### src/rtl/grant_sequencer_pkg.sv
// Shared types and constants for the grant sequencer and its arbiter.
package grant_seq_pkg;

    typedef enum logic [1:0] {
        IDLE = 2'd0,
        BUSY = 2'd1,
        GAP  = 2'd2
    } gseq_state_e;

    localparam logic MODE_FIXED = 1'b0;
    localparam logic MODE_RR    = 1'b1;

endpackage

### src/rtl/grant_sequencer_if.sv
// Request/grant bundle between the requesters and the grant sequencer.
interface grant_sequencer_if #(
    parameter int N_REQ = 4,
    parameter int ID_W  = $clog2(N_REQ)
);
    logic [N_REQ-1:0] req_in;
    logic             mode_in;
    logic [N_REQ-1:0] gnt_out;
    logic [ID_W-1:0]  gnt_id_out;
    logic             gnt_valid_out;

    // Requester side: drives requests and mode, observes the grant.
    modport master (
        output req_in,
        output mode_in,
        input  gnt_out,
        input  gnt_id_out,
        input  gnt_valid_out
    );

    // Arbiter side: observes requests, drives the grant.
    modport slave (
        input  req_in,
        input  mode_in,
        output gnt_out,
        output gnt_id_out,
        output gnt_valid_out
    );
endinterface

### src/rtl/grant_sequencer_arb_pick.sv
// Combinational picker: first set candidate at or after a start index,
// wrapping modulo N_REQ. Fixed mode ignores the start index and scans from 0.
module arb_pick
    import grant_seq_pkg::*;
#(
    parameter int N_REQ = 4,
    parameter int ID_W  = $clog2(N_REQ)
) (
    input  logic [N_REQ-1:0] cand,
    input  logic [ID_W-1:0]  start,
    input  logic             mode,
    output logic [ID_W-1:0]  winner,
    output logic             found
);

    logic [ID_W-1:0]  eff_start;
    logic [N_REQ-1:0] rotated;
    logic [ID_W:0]    src_idx [N_REQ];
    logic [ID_W-1:0]  offset;
    logic [ID_W:0]    back_sum;

    assign eff_start = (mode == MODE_FIXED) ? '0 : start;

    // rotated[gi] holds the candidate gi positions after the start index.
    generate
        for (genvar gi = 0; gi < N_REQ; gi++) begin : g_rot
            logic [ID_W:0] raw_sum;
            assign raw_sum     = (ID_W+1)'(gi) + {1'b0, eff_start};
            assign src_idx[gi] = (raw_sum >= (ID_W+1)'(N_REQ)) ? raw_sum - (ID_W+1)'(N_REQ) : raw_sum;
            assign rotated[gi] = cand[src_idx[gi][ID_W-1:0]];
        end
    endgenerate

    // Lowest set bit of the rotated vector is the nearest candidate after start.
    always_comb begin
        found  = 1'b0;
        offset = '0;
        for (int i = N_REQ - 1; i >= 0; i--) begin
            if (rotated[i]) begin
                found  = 1'b1;
                offset = ID_W'(i);
            end
        end
    end

    // Rotate the winning offset back into an absolute requester index.
    always_comb begin
        back_sum = {1'b0, offset} + {1'b0, eff_start};
        if (back_sum >= (ID_W+1)'(N_REQ)) begin
            back_sum = back_sum - (ID_W+1)'(N_REQ);
        end
        winner = back_sum[ID_W-1:0];
    end

endmodule

### src/rtl/grant_sequencer.sv
// Registered 4-requester arbiter with hold timeout and a one-cycle dead gap
// between owners, so decoded grants never overlap.
module grant_sequencer
    import grant_seq_pkg::*;
#(
    parameter int N_REQ    = 4,
    parameter int ID_W     = $clog2(N_REQ),
    parameter int MAX_HOLD = 8
) (
    input  logic            clk_in,
    input  logic            rst_in,
    grant_sequencer_if.slave bus
);

    localparam int HOLD_W = (MAX_HOLD > 2) ? $clog2(MAX_HOLD) : 1;
    localparam logic [HOLD_W-1:0] HOLD_LAST = HOLD_W'(MAX_HOLD - 1);
    localparam logic [ID_W-1:0]   LAST_IDX  = ID_W'(N_REQ - 1);

    gseq_state_e       state_reg,    state_next;
    logic [N_REQ-1:0]  gnt_reg,      gnt_next;
    logic [ID_W-1:0]   gnt_id_reg,   gnt_id_next;
    logic              valid_reg,    valid_next;
    logic [HOLD_W-1:0] hold_cnt_reg, hold_cnt_next;
    logic [ID_W-1:0]   last_id_reg,  last_id_next;
    logic [N_REQ-1:0]  mask_reg,     mask_next;

    logic [N_REQ-1:0]  cand;
    logic [ID_W-1:0]   rr_start;
    logic [ID_W-1:0]   winner;
    logic              found;

    // A preempted holder stays masked for the single gap cycle.
    assign cand     = bus.req_in & ~mask_reg;
    assign rr_start = (last_id_reg == LAST_IDX) ? '0 : last_id_reg + ID_W'(1);

    arb_pick #(
        .N_REQ (N_REQ),
        .ID_W  (ID_W)
    ) u_arb_pick (
        .cand   (cand),
        .start  (rr_start),
        .mode   (bus.mode_in),
        .winner (winner),
        .found  (found)
    );

    // State register; reset wins over any grant activity.
    always_ff @(posedge clk_in) begin
        if (rst_in) begin
            state_reg    <= IDLE;
            gnt_reg      <= '0;
            gnt_id_reg   <= '0;
            valid_reg    <= 1'b0;
            hold_cnt_reg <= '0;
            last_id_reg  <= LAST_IDX;
            mask_reg     <= '0;
        end else begin
            state_reg    <= state_next;
            gnt_reg      <= gnt_next;
            gnt_id_reg   <= gnt_id_next;
            valid_reg    <= valid_next;
            hold_cnt_reg <= hold_cnt_next;
            last_id_reg  <= last_id_next;
            mask_reg     <= mask_next;
        end
    end

    // Next-state: arbitrate from IDLE/GAP, release or preempt from BUSY.
    always_comb begin
        state_next    = state_reg;
        gnt_next      = gnt_reg;
        gnt_id_next   = gnt_id_reg;
        valid_next    = valid_reg;
        hold_cnt_next = hold_cnt_reg;
        last_id_next  = last_id_reg;
        mask_next     = mask_reg;

        case (state_reg)
            IDLE, GAP: begin
                mask_next = '0;
                if (found) begin
                    state_next         = BUSY;
                    gnt_next           = '0;
                    gnt_next[winner]   = 1'b1;
                    gnt_id_next        = winner;
                    valid_next         = 1'b1;
                    hold_cnt_next      = '0;
                    last_id_next       = winner;
                end else begin
                    state_next = IDLE;
                    gnt_next   = '0;
                    valid_next = 1'b0;
                end
            end
            BUSY: begin
                if (!bus.req_in[gnt_id_reg]) begin
                    // Release takes precedence over a coincident timeout.
                    state_next = GAP;
                    gnt_next   = '0;
                    valid_next = 1'b0;
                    mask_next  = '0;
                end else if ((hold_cnt_reg == HOLD_LAST) && ((bus.req_in & ~gnt_reg) != '0)) begin
                    state_next = GAP;
                    gnt_next   = '0;
                    valid_next = 1'b0;
                    mask_next  = gnt_reg;
                end else if (hold_cnt_reg != HOLD_LAST) begin
                    hold_cnt_next = hold_cnt_reg + HOLD_W'(1);
                end
            end
            default: begin
                state_next = IDLE;
                gnt_next   = '0;
                valid_next = 1'b0;
                mask_next  = '0;
            end
        endcase
    end

    assign bus.gnt_out       = gnt_reg;
    assign bus.gnt_id_out    = gnt_id_reg;
    assign bus.gnt_valid_out = valid_reg;

endmodule

### src/flat_wrapper.sv
// flat-port wrapper written by rule: the top's interface ports become plain ports
module grant_sequencer_flat import grant_seq_pkg::*;
#(
    parameter int N_REQ    = 4,
    parameter int ID_W     = $clog2(N_REQ),
    parameter int MAX_HOLD = 8
)
  (clk_in, rst_in, bus_req_in, bus_mode_in, bus_gnt_out, bus_gnt_id_out, bus_gnt_valid_out);
  grant_sequencer_if #(.N_REQ(N_REQ), .ID_W(ID_W)) bus_i ();
  input  logic clk_in;
  input  logic rst_in;
  input wire logic [$bits(bus_i.req_in)-1:0] bus_req_in;
  input wire logic [$bits(bus_i.mode_in)-1:0] bus_mode_in;
  output wire logic [$bits(bus_i.gnt_out)-1:0] bus_gnt_out;
  output wire logic [$bits(bus_i.gnt_id_out)-1:0] bus_gnt_id_out;
  output wire logic [$bits(bus_i.gnt_valid_out)-1:0] bus_gnt_valid_out;
  assign bus_i.req_in = bus_req_in;
  assign bus_i.mode_in = bus_mode_in;
  assign bus_gnt_out = bus_i.gnt_out;
  assign bus_gnt_id_out = bus_i.gnt_id_out;
  assign bus_gnt_valid_out = bus_i.gnt_valid_out;
  grant_sequencer #(.N_REQ(N_REQ), .ID_W(ID_W), .MAX_HOLD(MAX_HOLD)) u_core (.clk_in(clk_in), .rst_in(rst_in), .bus(bus_i));
endmodule
### config.mk
export PLATFORM = sky130hd
export DESIGN_NAME = grant_sequencer_flat
export DESIGN_NICKNAME = d
export VERILOG_FILES = /design/src/rtl/grant_sequencer_pkg.sv /design/src/rtl/grant_sequencer_if.sv /design/src/rtl/grant_sequencer_arb_pick.sv /design/src/rtl/grant_sequencer.sv /design/src/flat_wrapper.sv
export SDC_FILE = /design/constraint.sdc
export NUM_CORES = 1
export LEC_CHECK = 0
export ABC_AREA = 1
export BUFFER_PORTS_ARGS = -buffer_cell sky130_fd_sc_hd__buf_4
export CORE_MARGIN = 3
export CORE_UTILIZATION = 60
export CTS_CLUSTER_SIZE = 16
export DETAILED_ROUTE_END_ITERATION = 8
export PLACE_DENSITY_LB_ADDON = 0.05
export SYNTH_ARGS = -nofsm -noshare
export SYNTH_HDL_FRONTEND = slang
export SYNTH_SLANG_ARGS = --single-unit
### constraint.sdc
create_clock -name clk_in -period 6.2 [get_ports clk_in]
set_input_delay 0.62 -clock clk_in [delete_from_list [all_inputs] [get_ports clk_in]]
set_output_delay 0.62 -clock clk_in [all_outputs]
set_load 0.05 [all_outputs]
==> run metrics, run 1 <==
Yosys top cell by area dfxtp_1; Clock transition at path regs ~0.10 ns; synthesized flop and latch total 18; Clk pwr share roughly 11%; crit end category flop; Die W around 51 um; TritonCTS clock tree done; Via density 5.24; switching power total 0.336 mW; wire length per cell 11.9 um; DP Area ~1300 sq um; sw frac 52.2%; clk sink count 18; I/O pins 14; Final Cell Area 1330 sq um; Crit Path Class flop to flop; Ant. Diodes 0; Final Hold Fails 0; RSZ-0062 raised after global routing no; grt ovf 0; commonest non-fill, non-tap cell in the layout nand2_1; Critical Path AT 2.64 ns; DR pass1 iterations 6; clk buf depth 2; largest net degree at the start of global routing 14; Die ar. 2570 sq um; DIE HEIGHT 50.7 um; Leak ~0.65 nW; DP HPWL between 1.5 and 2 mm; vias in the first global route 1066; RePlAce Congestion slightly below 0.9; Int Pwr 0.307 mW; RR Startpoint u_core.last_id_reg[0]$_SDFFE_PP1P_; Max IR drop VDD 0.345 mV; root buffer cell clkbuf_4; startpoint types flop; MaxCap Viol Count 0; Max-Slew Margin vs Limit 76.4%; Comb power frac 61.7%; total track usage approximately 22%; Final Total Pwr 0.643 mW; Post-Syn Area 1200 sq um; r2r endpoint u_core.bus.gnt_out[0]$_SDFFE_PP0P_; cts hold-fix bufs 0; port buffer count 13; core area between 1500 and 2000 sq um; CTS H-Tree Depth 1; via count between 1000 and 1500; post-CTS resize count 0; area grow syn2layout 10.9%; Mean Syn Cell Area 6.91 sq um; drt total wl 2.51 mm; Filler Cell Count ~160; Tightest Hold Check Type flop to flop; layout net count between 150 and 200; FF+latch area 360 sq um; Setup crit end u_core.bus.gnt_out[0]$_SDFFE_PP0P_; final slew viol count 0; drt drc 0; Syn Inst Count between 150 and 200; setup TNS 0 ns; synth top area cells dfxtp_1 30%, nand2_1 14%, inv_1 7.2%; Flop pwr share 27.1%; initial antenna violation count 0; post-synth top area share 30.1%; Yosys cell types 25; first-pass GRT wire length ~4.4 mm; yosys warns 0; worst reg2reg path depth 17; Max Fclk 0.415 GHz; Clock Skew 0.00874 ns; status complete, no violations; 1st-iter DRT viols 27; fraction of layout cells with a size suffix above 1 23.5%; most frequent cells in the layout 45 x nand2_1, 23 x inv_1, 18 x nor2_1, 18 x dfxtp_1, 17 x nand3_1; crit-path max FO 9; Reg2Reg Setup Slack between 3 and 4 ns; multi-input logic area 711 sq um; final setup fails 0; Critical Path RT 6.43 ns; pre-CTS WS 3.82 ns; ANT nets after route 0; FP Rows 15; crit path from u_core.last_id_reg[0]$_SDFFE_PP1P_; register area share after synthesis approximately 30%; Skew-Pair Late Insertion Delay 0.29 ns; number of setup buffers added after CTS 0; worst setup margin 3.79 ns; Post-Syn Nets 184; Tmin final 2.41 ns; PwrDens 485 nW/um^2; Worst Max-Slew Pin Slew ~0.35 ns; hold slack 0.480 ns; period utilisation layout 38.9%; cts bufs inserted 3; Starting Density 66.4%
==> worst max-delay path, cell delays in order (launching register included) <==
cell     delay [ns]
dfxtp_1        0.36
ha_1           0.24
nor2_4         0.22
nand2_4        0.12
nand2_1        0.08
nand2_1        0.09
nand2_1        0.07
nand2_1        0.09
a21oi_1        0.14
nor2_1         0.06
ha_1           0.18
xnor2_1        0.20
inv_1          0.06
nand3_1        0.09
nand2_2        0.09
nor2_1         0.12
nor2_1         0.05
nor2_1         0.09
==> cells by family after synthesis <==
| group | count (synthesis) | share of synthesized area [%] |
|---|---|---|
| compound gates | 23 | 13.1 |
| xor+xnor | 1 | 0.732 |
| fa+ha+maj | 4 | 4.18 |
| buf+inv | 27 | 10.5 |
| flops | 18 | 30.1 |
| simple gates | 100 | 41.4 |
==> layer usage <==
metal | GRT usage (%) | wire [um] | vias to the layer above
li1 | - | - | 581
met1 | 27.5 | 1100 | 493
met2 | 39.1 | 1260 | 35
met3 | 3.56 | 139 | 2
met4 | 7.62 | 10 | 0
met5 | 0 | 0 | -
==> power groups by stage <==
| stage | Sequential, mW | Combinational, mW | Clock [mW] |
|---|---|---|---|
| after floorplan | 0.230 | 0.273 | 0 |
| after global placement | 0.176 | 0.385 | 0 |
| after detailed placement | 0.176 | 0.396 | 0 |
| after CTS | 0.174 | 0.398 | 0.0730 |
| after global routing | 0.178 | 0.440 | 0.0805 |
| final | 0.174 | 0.396 | 0.0722 |
==> worst min-delay path by stage <==
| stage | start | endpoint | depth (start not counted) |
|---|---|---|---|
| 2_1_floorplan | u_core.last_id_reg[1]$_SDFFE_PP1P_ | u_core.last_id_reg[1]$_SDFFE_PP1P_ | 2 |
| 3_5_place_dp | u_core.hold_cnt_reg[0]$_SDFFE_PP0P_ | u_core.hold_cnt_reg[0]$_SDFFE_PP0P_ | 1 |
| 5_1_grt | u_core.mask_reg[1]$_SDFFE_PP0P_ | u_core.mask_reg[1]$_SDFFE_PP0P_ | 2 |
| 6_report | u_core.hold_cnt_reg[0]$_SDFFE_PP0P_ | u_core.hold_cnt_reg[0]$_SDFFE_PP0P_ | 1 |
| 4_1_cts | u_core.bus.gnt_valid_out$_SDFFE_PP0P_ | u_core.bus.gnt_valid_out$_SDFFE_PP0P_ | 2 |
| 3_3_place_gp | u_core.hold_cnt_reg[0]$_SDFFE_PP0P_ | u_core.hold_cnt_reg[0]$_SDFFE_PP0P_ | 1 |
==> synth_stat cells <==
| library cell | number |
|---|---|
| buf_6 | 1 |
| nand2_2 | 8 |
| o211ai_1 | 1 |
| nor2_2 | 2 |
| o21ai_0 | 2 |
| xnor2_1 | 1 |
| nand2_1 | 45 |
| nor3_1 | 1 |
| a21oi_2 | 6 |
| nand2_4 | 4 |
| nand3_4 | 1 |
| buf_12 | 1 |
| o21ai_2 | 1 |
| dfxtp_1 | 18 |
| clkbuf_1 | 1 |
| inv_2 | 1 |
| inv_1 | 23 |
| ha_1 | 4 |
| o22ai_1 | 2 |
| nand3_2 | 1 |
| a211oi_1 | 4 |
| nor2_4 | 3 |
| nor2_1 | 18 |
| nand3_1 | 17 |
| a21oi_1 | 7 |
==> metrics by stage <==
step / cells / utilization, %
floorplan: 173 / -
global placement: 208 / 71.6
detailed placement: 208 / 71.6
CTS: 212 / 73.6
global route: 212 / 73.6
finish: 212 / 73.6
==> cell type report <==
type | instances | area share, %
timing repair buffer | 13 | 7.36
tap | 25 | 2.36
clock buffer | 4 | 2.74
multi-input combinational | 128 | 53.6
sequential | 18 | 27.2
inverter | 24 | 6.79
(Power assumes the default switching activity.)
==> run 2: changes to the inputs <==
--- a/config.mk
+++ b/config.mk
@@ -8,7 +8,7 @@
 export ABC_AREA = 1
 export BUFFER_PORTS_ARGS = -buffer_cell sky130_fd_sc_hd__buf_4
 export CORE_MARGIN = 3
-export CORE_UTILIZATION = 60
+export CORE_UTILIZATION = 51
 export CTS_CLUSTER_SIZE = 16
 export DETAILED_ROUTE_END_ITERATION = 8
 export PLACE_DENSITY_LB_ADDON = 0.05
==> constraint.sdc (replaced) <==
create_clock -name clk_in -period 2 [get_ports clk_in]
set_input_delay 0.2 -clock clk_in [delete_from_list [all_inputs] [get_ports clk_in]]
set_output_delay 0.2 -clock clk_in [all_outputs]
set_load 0.05 [all_outputs]
==> run 2 against run 1 <==
- the flow now finishes with violations (negative setup slack)
- clock power grew to 3.2 times the previous value
- utilization increased by 0.31 points
- fmax grew 4.6%
- first-iteration DRC count is 56% higher
- worst setup slack got worse by 4.1 ns
- design area increased by 16%
- critical endpoint unchanged
==> run metrics, run 2 (same netlist as run 1, synthesis figures left out) <==
startpoint types flop; root buffer cell clkbuf_4; pre-CTS WS -0.201 ns; cts bufs inserted 3; r2r endpoint u_core.bus.gnt_out[0]$_SDFFE_PP0P_; Max-Slew Margin vs Limit 74.4%; Tmin final 2.31 ns; status finished with violations; I/O pins 14; grt ovf 0; critical-path cell list ha_4 > nor2_4 > nand2_2 > nand2_2 > nand2_2 > nand2_2 > nand2_2 > a21oi_2 > nor2_1 > ha_2 > xnor2_2 > inv_1 > nand3_2 > nand2_4 > nor2_1 > nor2_1 > nor2_1; worst setup margin -0.307 ns; RR Startpoint u_core.last_id_reg[0]$_SDFFE_PP1P_; layout net count 214; Final Hold Fails 0; Final Total Pwr 2.41 mW; Tightest Hold Check Type primary input to flop; ANT nets after route 0; clk buf depth 2; Crit path max-delay family simple AND/OR/NAND/NOR gates; most frequent cells in the layout 32 x nand2_1, 24 x buf_4, 23 x inv_1; Setup crit end u_core.bus.gnt_out[0]$_SDFFE_PP0P_; Reg2Reg Setup Slack -0.31 ns; DIE HEIGHT between 50 and 60 um; drt total wl slightly above 3 mm; crit end category flop; Worst path most repeated cell nand2_2; FP Rows 16; FF+latch area 364 sq um; Buf+Inv Stages, Crit Path 1; Final Cell Area 1540 sq um; clk sink count 18; DP HPWL 2.20 mm; multi-input logic area ~800 sq um; 1st-iter DRT viols 42; TritonCTS clock tree done; first-pass GRT wire length 4.55 mm; setup TNS -2.05 ns; via count 1220; Via density about 5.3; PwrDens roughly 1600 nW/um^2; Skew-Pair Late Insertion Delay 0.30 ns; area grow syn2layout 28.7%; critical path's largest stage delay about 0.37 ns; commonest non-fill, non-tap cell in the layout nand2_1; Critical Path RT between 2 and 2.5 ns; Die ar. between 2000 and 3000 sq um; failing checks negative setup slack; port buffer count 13; final slew viol count 0; DR pass1 iterations 4; period utilisation layout 115%; vias in the first global route 1094; crit path from u_core.last_id_reg[0]$_SDFFE_PP1P_; Max IR drop VDD 1.07 mV; total track usage a little over a fifth; crit-path max FO 8; fraction of layout cells with a size suffix above 1 40.1%; Ant. Diodes 0; Leak 0.733 nW; final setup fails 11; largest net degree at the start of global routing 14; core area 2080 sq um; Starting Density 57.5%; MaxCap Viol Count 0; cts hold-fix bufs 0; Die W 54.4 um; CTS H-Tree Depth 1; wire length per cell roughly 14 um; initial antenna violation count 0; drt drc 0; Filler Cell Count 172; Clock Skew 0.00140 ns; RePlAce Congestion 0.752; Clock transition at path regs about 0.11 ns; DP Area 1410 sq um; Critical Path AT about 2.5 ns; worst reg2reg path depth 17; Stages on worst setup path 17; Max Fclk 0.434 GHz; RSZ-0062 raised after global routing yes; crit path max-delay cell type dfxtp_4; Crit Path Class flop to flop; Worst Max-Slew Pin Slew 0.385 ns
[run 2: cell types whose count changed in the layout (fill, tap and decap cells not counted), moves of 2 or more]
cell / delta
nand2_1: -13
nand2_2: +13
buf_4: +11
nand3_1: -4
nand3_2: +4
buf_6: +3
ha_1: -2
[run 2: metal layers]
layer	track usage, %	routed length [um]	vias to the layer above
met1	25.7	1360	576
met2	37.5	1550	32
li1	-	-	608
met4	4.98	30	0
met3	5.18	159	4
met5	0	0	-
[run 2: worst register-to-register path: stages, from the launching register on]
cell	delay, ns
dfxtp_4	0.37
ha_4	0.16
nor2_4	0.26
nand2_2	0.15
nand2_2	0.08
nand2_2	0.06
nand2_2	0.08
nand2_2	0.07
a21oi_2	0.14
nor2_1	0.06
ha_2	0.18
xnor2_2	0.14
inv_1	0.08
nand3_2	0.11
nand2_4	0.10
nor2_1	0.05
nor2_1	0.09
nor2_1	0.04
[run 2: repair_timing]
action / 4_1_cts / 5_1_grt
setup buffers: 1 / 1
setup endpoints to repair: 8 / 11
pin swaps: 2 / 11
gates cloned: 0 / 1
resized for setup: 3 / 17
[run 2: worst min-delay path by stage]
stage | slack (ns) | depth (start not counted) | start | to
after floorplan | 0.28 | 1 | rst_in | u_core.state_reg[1]$_SDFFE_PP0P_
after global placement | 0.45 | 2 | u_core.mask_reg[1]$_SDFFE_PP0P_ | u_core.mask_reg[1]$_SDFFE_PP0P_
after detailed placement | 0.46 | 2 | u_core.bus.gnt_valid_out$_SDFFE_PP0P_ | u_core.bus.gnt_valid_out$_SDFFE_PP0P_
after CTS | 0.16 | 2 | rst_in | u_core.bus.gnt_id_out[1]$_SDFFE_PP0P_
after global routing | 0.16 | 2 | rst_in | u_core.bus.gnt_id_out[0]$_SDFFE_PP0P_
final | 0.17 | 2 | rst_in | u_core.hold_cnt_reg[1]$_SDFFE_PP0P_
[run 2: final cells by class]
type / count / share of cell area [%]
sequential: 18 / 23.7
multi-input combinational: 129 / 52.0
timing repair buffer: 27 / 13.9
clock buffer: 4 / 2.36
inverter: 24 / 5.85
tap: 27 / 2.20
[run 2: metrics by stage]
step / cells / hold WS (ns) / utilization [%]
after floorplan: 173 / 0.279 / -
after global placement: 222 / 0.447 / 67.7
after detailed placement: 222 / 0.460 / 67.7
after CTS: 227 / 0.164 / 70.5
after global routing: 229 / 0.164 / 73.9
final: 229 / 0.172 / 73.9
[run 2: power by group]
group	switching (mW)	total [mW]	leakage (nW)	internal, mW
registers	0.103	0.560	0.147	0.457
clock network	0.118	0.229	0.0210	0.111
logic	0.986	1.62	0.565	0.631
total	1.21	2.41	0.733	1.20
